--- src/rtl/alu_multicycle.sv ---
// Multi-cycle ALU: registered single-cycle logic/arith/compare ops plus iterative
// MULT/MULTU (shift-add) and DIV/DIVU (restoring) into HI/LO. Optional macro: OVERFLOW_DETECT_EN.
module alu_multicycle #(
    parameter int WIDTH = 32
) (
    input  logic             clk,
    input  logic             reset,
    input  logic             start,
    input  logic [3:0]       aluOperation,
    input  logic [WIDTH-1:0] operandA,
    input  logic [WIDTH-1:0] operandB,
    output logic             busy,
    output logic             done,
    output logic [WIDTH-1:0] aluResult,
    output logic [WIDTH-1:0] hi,
    output logic [WIDTH-1:0] lo,
    output logic             zero,
    output logic             divByZero
`ifdef OVERFLOW_DETECT_EN
    ,
    output logic             overflow
`endif
);

    localparam int CNT_W = $clog2(WIDTH);
    localparam logic [CNT_W-1:0] LAST_STEP = CNT_W'(WIDTH - 1);

    localparam logic [3:0] OP_AND = 4'b0000;
    localparam logic [3:0] OP_OR  = 4'b0001;
    localparam logic [3:0] OP_ADD = 4'b0010;
    localparam logic [3:0] OP_SUB = 4'b0110;
    localparam logic [3:0] OP_SLT = 4'b0111;

    typedef enum logic [1:0] {S_IDLE, S_ITER, S_FIX} state_t;

    state_t           state_q, state_d;
    logic [CNT_W-1:0] cnt_q, cnt_d;
    logic [WIDTH-1:0] acc_hi_q, acc_hi_d;
    logic [WIDTH-1:0] acc_lo_q, acc_lo_d;
    logic [WIDTH-1:0] b_mag_q, b_mag_d;
    logic             is_div_q, is_div_d;
    logic             neg_q, neg_d;
    logic             rem_neg_q, rem_neg_d;
    logic             done_q, done_d;
    logic [WIDTH-1:0] alu_result_q, alu_result_d;
    logic [WIDTH-1:0] hi_q, hi_d;
    logic [WIDTH-1:0] lo_q, lo_d;
    logic             zero_q, zero_d;
    logic             dbz_q, dbz_d;
`ifdef OVERFLOW_DETECT_EN
    logic             ovf_q, ovf_d;
    logic             ovf_v;
`endif

    // Bitwise logic ops, one slice per bit.
    logic [WIDTH-1:0] and_v, or_v, nor_v;
    genvar gi;
    generate
        for (gi = 0; gi < WIDTH; gi++) begin : g_logic
            assign and_v[gi] = operandA[gi] & operandB[gi];
            assign or_v[gi]  = operandA[gi] | operandB[gi];
            assign nor_v[gi] = ~(operandA[gi] | operandB[gi]);
        end
    endgenerate

    logic [WIDTH-1:0] sum_v, diff_v, slt_v, simple_v;
    logic             is_mult, is_div, is_signed, a_neg, b_neg;
    logic [WIDTH-1:0] a_mag, b_mag;

    always_comb begin
        sum_v     = operandA + operandB;
        diff_v    = operandA - operandB;
        slt_v     = {{(WIDTH-1){1'b0}}, ($signed(operandA) < $signed(operandB))};
        is_mult   = (aluOperation[3:1] == 3'b100);
        is_div    = (aluOperation[3:1] == 3'b101);
        is_signed = ~aluOperation[0];
        a_neg     = is_signed & operandA[WIDTH-1];
        b_neg     = is_signed & operandB[WIDTH-1];
        a_mag     = a_neg ? (~operandA + 1'b1) : operandA;
        b_mag     = b_neg ? (~operandB + 1'b1) : operandB;
        case (aluOperation)
            OP_AND:  simple_v = and_v;
            OP_OR:   simple_v = or_v;
            OP_ADD:  simple_v = sum_v;
            OP_SUB:  simple_v = diff_v;
            OP_SLT:  simple_v = slt_v;
            default: simple_v = nor_v;
        endcase
    end

`ifdef OVERFLOW_DETECT_EN
    always_comb begin
        case (aluOperation)
            OP_ADD:  ovf_v = (operandA[WIDTH-1] == operandB[WIDTH-1]) &&
                             (sum_v[WIDTH-1] != operandA[WIDTH-1]);
            OP_SUB:  ovf_v = (operandA[WIDTH-1] != operandB[WIDTH-1]) &&
                             (diff_v[WIDTH-1] != operandA[WIDTH-1]);
            default: ovf_v = 1'b0;
        endcase
    end
`endif

    // One iteration step; acc_lo holds the multiplier / dividend being shifted out.
    logic [WIDTH:0]     mul_sum, div_shift, div_trial;
    logic [WIDTH-1:0]   step_hi, step_lo;
    logic [2*WIDTH-1:0] prod_fix;
    logic [WIDTH-1:0]   quo_fix, rem_fix;

    always_comb begin
        mul_sum   = acc_lo_q[0] ? ({1'b0, acc_hi_q} + {1'b0, b_mag_q}) : {1'b0, acc_hi_q};
        div_shift = {acc_hi_q, acc_lo_q[WIDTH-1]};
        div_trial = div_shift - {1'b0, b_mag_q};
        if (is_div_q) begin
            // A clear top bit means the trial subtraction did not go negative.
            step_hi = div_trial[WIDTH] ? div_shift[WIDTH-1:0] : div_trial[WIDTH-1:0];
            step_lo = {acc_lo_q[WIDTH-2:0], ~div_trial[WIDTH]};
        end else begin
            step_hi = mul_sum[WIDTH:1];
            step_lo = {mul_sum[0], acc_lo_q[WIDTH-1:1]};
        end
        prod_fix = neg_q ? (~{acc_hi_q, acc_lo_q} + 1'b1) : {acc_hi_q, acc_lo_q};
        quo_fix  = neg_q ? (~acc_lo_q + 1'b1) : acc_lo_q;
        rem_fix  = rem_neg_q ? (~acc_hi_q + 1'b1) : acc_hi_q;
    end

    always_comb begin
        state_d      = state_q;
        cnt_d        = cnt_q;
        acc_hi_d     = acc_hi_q;
        acc_lo_d     = acc_lo_q;
        b_mag_d      = b_mag_q;
        is_div_d     = is_div_q;
        neg_d        = neg_q;
        rem_neg_d    = rem_neg_q;
        done_d       = 1'b0;
        alu_result_d = alu_result_q;
        hi_d         = hi_q;
        lo_d         = lo_q;
        zero_d       = zero_q;
        dbz_d        = dbz_q;
`ifdef OVERFLOW_DETECT_EN
        ovf_d        = ovf_q;
`endif
        case (state_q)
            S_IDLE: begin
                if (start) begin
                    if (is_mult || (is_div && (operandB != '0))) begin
                        state_d   = S_ITER;
                        cnt_d     = '0;
                        acc_hi_d  = '0;
                        acc_lo_d  = a_mag;
                        b_mag_d   = b_mag;
                        is_div_d  = is_div;
                        neg_d     = a_neg ^ b_neg;
                        rem_neg_d = a_neg;
                    end else begin
                        done_d = 1'b1;
                        if (is_div) begin
                            // Divide by zero completes immediately with a flagged result.
                            alu_result_d = '1;
                            lo_d         = '1;
                            hi_d         = operandA;
                            zero_d       = 1'b0;
                            dbz_d        = 1'b1;
                        end else begin
                            alu_result_d = simple_v;
                            zero_d       = (simple_v == '0);
                            dbz_d        = 1'b0;
                        end
`ifdef OVERFLOW_DETECT_EN
                        ovf_d = ovf_v;
`endif
                    end
                end
            end
            S_ITER: begin
                acc_hi_d = step_hi;
                acc_lo_d = step_lo;
                cnt_d    = cnt_q + 1'b1;
                if (cnt_q == LAST_STEP) begin
                    state_d = S_FIX;
                end
            end
            S_FIX: begin
                state_d = S_IDLE;
                done_d  = 1'b1;
                dbz_d   = 1'b0;
                if (is_div_q) begin
                    hi_d         = rem_fix;
                    lo_d         = quo_fix;
                    alu_result_d = quo_fix;
                    zero_d       = (quo_fix == '0);
                end else begin
                    hi_d         = prod_fix[2*WIDTH-1:WIDTH];
                    lo_d         = prod_fix[WIDTH-1:0];
                    alu_result_d = prod_fix[WIDTH-1:0];
                    zero_d       = (prod_fix[WIDTH-1:0] == '0);
                end
`ifdef OVERFLOW_DETECT_EN
                ovf_d = 1'b0;
`endif
            end
            default: state_d = S_IDLE;
        endcase
    end

    always_ff @(posedge clk) begin
        if (reset) begin
            state_q      <= S_IDLE;
            cnt_q        <= '0;
            acc_hi_q     <= '0;
            acc_lo_q     <= '0;
            b_mag_q      <= '0;
            is_div_q     <= 1'b0;
            neg_q        <= 1'b0;
            rem_neg_q    <= 1'b0;
            done_q       <= 1'b0;
            alu_result_q <= '0;
            hi_q         <= '0;
            lo_q         <= '0;
            zero_q       <= 1'b1;
            dbz_q        <= 1'b0;
`ifdef OVERFLOW_DETECT_EN
            ovf_q        <= 1'b0;
`endif
        end else begin
            state_q      <= state_d;
            cnt_q        <= cnt_d;
            acc_hi_q     <= acc_hi_d;
            acc_lo_q     <= acc_lo_d;
            b_mag_q      <= b_mag_d;
            is_div_q     <= is_div_d;
            neg_q        <= neg_d;
            rem_neg_q    <= rem_neg_d;
            done_q       <= done_d;
            alu_result_q <= alu_result_d;
            hi_q         <= hi_d;
            lo_q         <= lo_d;
            zero_q       <= zero_d;
            dbz_q        <= dbz_d;
`ifdef OVERFLOW_DETECT_EN
            ovf_q        <= ovf_d;
`endif
        end
    end

    assign busy      = (state_q != S_IDLE);
    assign done      = done_q;
    assign aluResult = alu_result_q;
    assign hi        = hi_q;
    assign lo        = lo_q;
    assign zero      = zero_q;
    assign divByZero = dbz_q;
`ifdef OVERFLOW_DETECT_EN
    assign overflow  = ovf_q;
`endif

endmodule

--- config.mk ---
export PLATFORM = sky130hd
export DESIGN_NAME = alu_multicycle
export DESIGN_NICKNAME = d
export VERILOG_FILES = /design/src/rtl/alu_multicycle.sv
export SDC_FILE = /design/constraint.sdc
export NUM_CORES = 1
export LEC_CHECK = 0
export BUFFER_PORTS_ARGS = -buffer_cell sky130_fd_sc_hd__buf_2
export CORE_MARGIN = 4
export CORE_UTILIZATION = 25
export CTS_CLUSTER_DIAMETER = 80
export CTS_CLUSTER_SIZE = 8
export DETAILED_ROUTE_END_ITERATION = 6
export SKIP_LAST_GASP = 1
export SYNTH_ARGS = -nofsm -noshare
export SYNTH_HDL_FRONTEND = slang
export SYNTH_SLANG_ARGS = --single-unit
export TNS_END_PERCENT = 10
--- constraint.sdc ---
create_clock -name clk -period 3.7 [get_ports clk]
set_input_delay 0.74 -clock clk [delete_from_list [all_inputs] [get_ports clk]]
set_output_delay 0.74 -clock clk [all_outputs]
set_load 0.1 [all_outputs]
==> flow_summary.toml <==
[synth]
syn-num-nets = 3277
syn_avg_cell_area_sq_um = 7.138
syn_area_sq_um = 21610
yosys.area.top_type = "dfxtp_1"
seq_area_frac_synth = 0.1899
synthMostInstantiatedCell = "nor2_1"
synth_common_cells = "340 x nor2_1, 279 x a21oi_1, 271 x nand2_1"
synth_edf_count = 0
synth_cell_types = 84
synthFlopType = "dfxtp_1"
synthTopCellsByArea = "dfxtp_1 19%, ha_1 10%, a21oi_1 6.5%, nor2_1 5.9%, xnor2_1 5.4%"
yosys_register_bits = 205
syn_inst = 3028
ys_warn_count = 0
synth-async-reset-ratio = 0
synth_top_cell_area_share = 0.1899

[final_layout]
syn2layout_area_growth_pct = 36.79
drive_gt1_frac = 0.2654
ff_latch_area_sq_um = 4110
fillCellCount = 9223
finalNetCount = 3943
final_area_sq_um = 29560
multi_input_area_sq_um = 16470

[global_route]
grt_max_degree = 82
antenna_found_initial = 4
grt_pass1_vias = 24942
grt_overflow = 0
grt_pass1_wl_mm = 165.4
grt_usage = 0.2395

[timing]
period_needed_ns = 3.790
grt_setup_unrepaired = "yes"
slew_headroom = 0.2159
hold_slack_ns = 0.4492
tightest_slew_ns = 1.170
finalSetupTns_ns = -0.1745
timing.final.max_slew_violations = 0
finalCritPeriodShare = 1.024
clock_skew_ns = 0.02141
max_freq_ghz = 0.2639
setup_viol = 5
setup_ws_ns = -0.08957
hold_viol_final = 0

[route]
drt_iter0_drc = 2964
drc = 0
detail_route.wl_per_cell_microns = 23.64
postRouteWirelength_mm = 114.5
ant_nets = 0
dr_total_vias = 26399
firstDrtPassIters = 6
via_per_inst = 5.450

[power_and_ir_drop]
swShare = 0.4022
seq_power_share = 0.272
pwr-share-comb = 0.435
ir_worst_vdd_mv = 0.3109
p_int_w = 0.005274
power.share.clock = 0.293
p_leak_nw = 12.99
power_density_nw_per_um2 = 298.4
switchingPower_w = 0.003548

[critical_path]
crit_slowest_cell = "a2111oi_1"
crit_path_end_kind = "flip-flop"
required_ns = 4.20
worst_path_most_repeated_cell = "buf_4"
path_max_fanout = 6
cp-start-kind = "input port"
max_stage_delay_ns = 0.46
endpoint = "zero$_SDFFE_PP1P_"
reg2reg_to = "acc_hi_q[29]$_SDFFE_PP0P_"
reg2regPathDepth = 15
crit_type = "in -> reg"
r2r_slack_ns = -0.03
path_cells = "buf_4, inv_1, ha_1, buf_4, buf_4, a21o_1, a21oi_2, a21o_1, o21ai_0, a2111oi_1, a21oi_1, or2_2, a2111o_1, nor4_4, buf_4, nand4_1, o31ai_1"
cp.arrival_ns = 4.29
crit_start = "operandA[3]"
cp_num_buf_inv = 5
crit_family = "compound AO/OA/AOI/OAI gates"
r2r_start = "b_mag_q[1]$_SDFFE_PP0P_"
cp.depth = 17

[outcome]
status = "complete, but fails checks"
violations = "negative setup slack"

[floorplanning]
dieWidth_microns = 302.0
start_util = 0.2530
core_sq_um = 85410
die_y_microns = 302.0
rows = 107
ios = 171
die_area_sq_um = 91220

[clocking]
cts_made_buffers = 30
clock_latency_ns = 0.59
cts_tree = "built"
clk_pin_slew_ns = 0.05
cts.sinks = 205
cts_htree_levels = 1
root_buffer = "clkbuf_16"
hold_buffers = 0
clock_path_buffers = 3

[place]
placed_cell_area_sq_um = 28330
hpwl_mm = 93.95
gp_congestion = 1.051
place_ws_ns = -0.9997
io_buffers = 170

[job]
drv_cap = 0

[hold_path]
hold_path_class = "reg -> reg"
==> power by group through the flow <==
stage	registers [W]	logic [W]	clock network [W]
after floorplan	0.00283	0.00158	0
after global placement	0.00244	0.00367	0
after detailed placement	0.00244	0.00366	0
after CTS	0.00239	0.00370	0.00262
after global routing	0.00241	0.00403	0.00270
final	0.00240	0.00384	0.00259
==> registers in the layout, summed over array words and instances (netlist names) <==
register	count
acc_hi_q	32
acc_lo_q	32
aluResult	32
b_mag_q	32
cnt_q	5
divByZero	1
done	1
hi	32
is_div_q	1
lo	32
neg_q	1
rem_neg_q	1
state_q	2
zero	1
==> worst register-to-register path: stages (launching register included) <==
cell and delay, ns:
dfxtp_1 0.42, inv_1 0.11, ha_1 0.27, nor2b_1 0.14
o21a_1 0.14, o21a_1 0.16, o21ai_0 0.19, o311ai_0 0.39
buf_4 0.19, o311ai_0 0.22, o311ai_1 0.40, o211ai_1 0.28
buf_4 0.22, nor3_1 0.17, a311o_1 0.20, a32o_1 0.18
==> cells in the final DEF (no fill, tap or decap), types with 106 or more instances in the layout <==
master	instances
a211oi_1	106
a21oi_1	273
buf_2	166
buf_4	659
dfxtp_1	202
ha_1	164
inv_1	156
nand2_1	270
nor2_1	336
o21ai_0	158
xnor2_1	134
==> through the flow <==
stage          utilization  total power (W)  instances
4_1_cts             0.3425         0.008709       4834
3_5_place_dp        0.3316         0.006100       4794
3_3_place_gp        0.3316         0.006105       4794
5_1_grt             0.3460         0.009139       4841
6_report            0.3461         0.008822       4844
2_1_floorplan            -         0.004409       3028
==> layout make-up <==
| class | instances | share of cell area |
|---|---|---|
| tap | 1144 | 0.04841 |
| clock buffer | 32 | 0.02565 |
| clock inverter | 3 | 0.002328 |
| antenna | 3 | 0.0002539 |
| multi-input combinational | 2450 | 0.5570 |
| inverter | 165 | 0.02095 |
| timing repair buffer | 842 | 0.2064 |
| sequential | 205 | 0.1390 |
==> logic make-up after synthesis <==
logic type               count (synthesis)  share of synthesized area
multiplexers                            83                    0.03902
flip-flops                             205                     0.1899
AND/OR/NAND/NOR                        995                     0.2143
XOR/XNOR                               183                    0.07416
adder cells (fa/ha/maj)                178                     0.1044
buffers and inverters                  373                    0.06530
AO/OA/AOI/OAI                         1011                     0.3130
==> timing repair <==
action	in CTS	in global routing
setup endpoints to repair	15	57
resized for setup	15	53
pin swaps	7	20
gates cloned	0	0
buffers inserted	5	8
==> worst min-delay path by stage <==
stage / start / endpoint / slack, ns / depth (start not counted)
2_1_floorplan: b_mag_q[31]$_SDFFE_PP0P_ / b_mag_q[31]$_SDFFE_PP0P_ / 0.45 / 2
3_3_place_gp: aluResult[24]$_SDFFE_PP0P_ / aluResult[24]$_SDFFE_PP0P_ / 0.44 / 2
3_5_place_dp: aluResult[1]$_SDFFE_PP0P_ / aluResult[1]$_SDFFE_PP0P_ / 0.44 / 2
4_1_cts: aluResult[1]$_SDFFE_PP0P_ / aluResult[1]$_SDFFE_PP0P_ / 0.45 / 2
5_1_grt: aluResult[1]$_SDFFE_PP0P_ / aluResult[1]$_SDFFE_PP0P_ / 0.47 / 2
6_report: aluResult[1]$_SDFFE_PP0P_ / aluResult[1]$_SDFFE_PP0P_ / 0.45 / 2
==> per-layer routing <==
metal  vias to the layer above  wire, microns  global-route usage
met5                         -              0                   0
met4                         0           5057             0.08750
met3                       222           9885             0.04443
met2                      1257          50670              0.3868
met1                     12571          48900              0.3183
li1                      12349              -                   -
No activity file was read; power rests on OpenSTA's default activity.
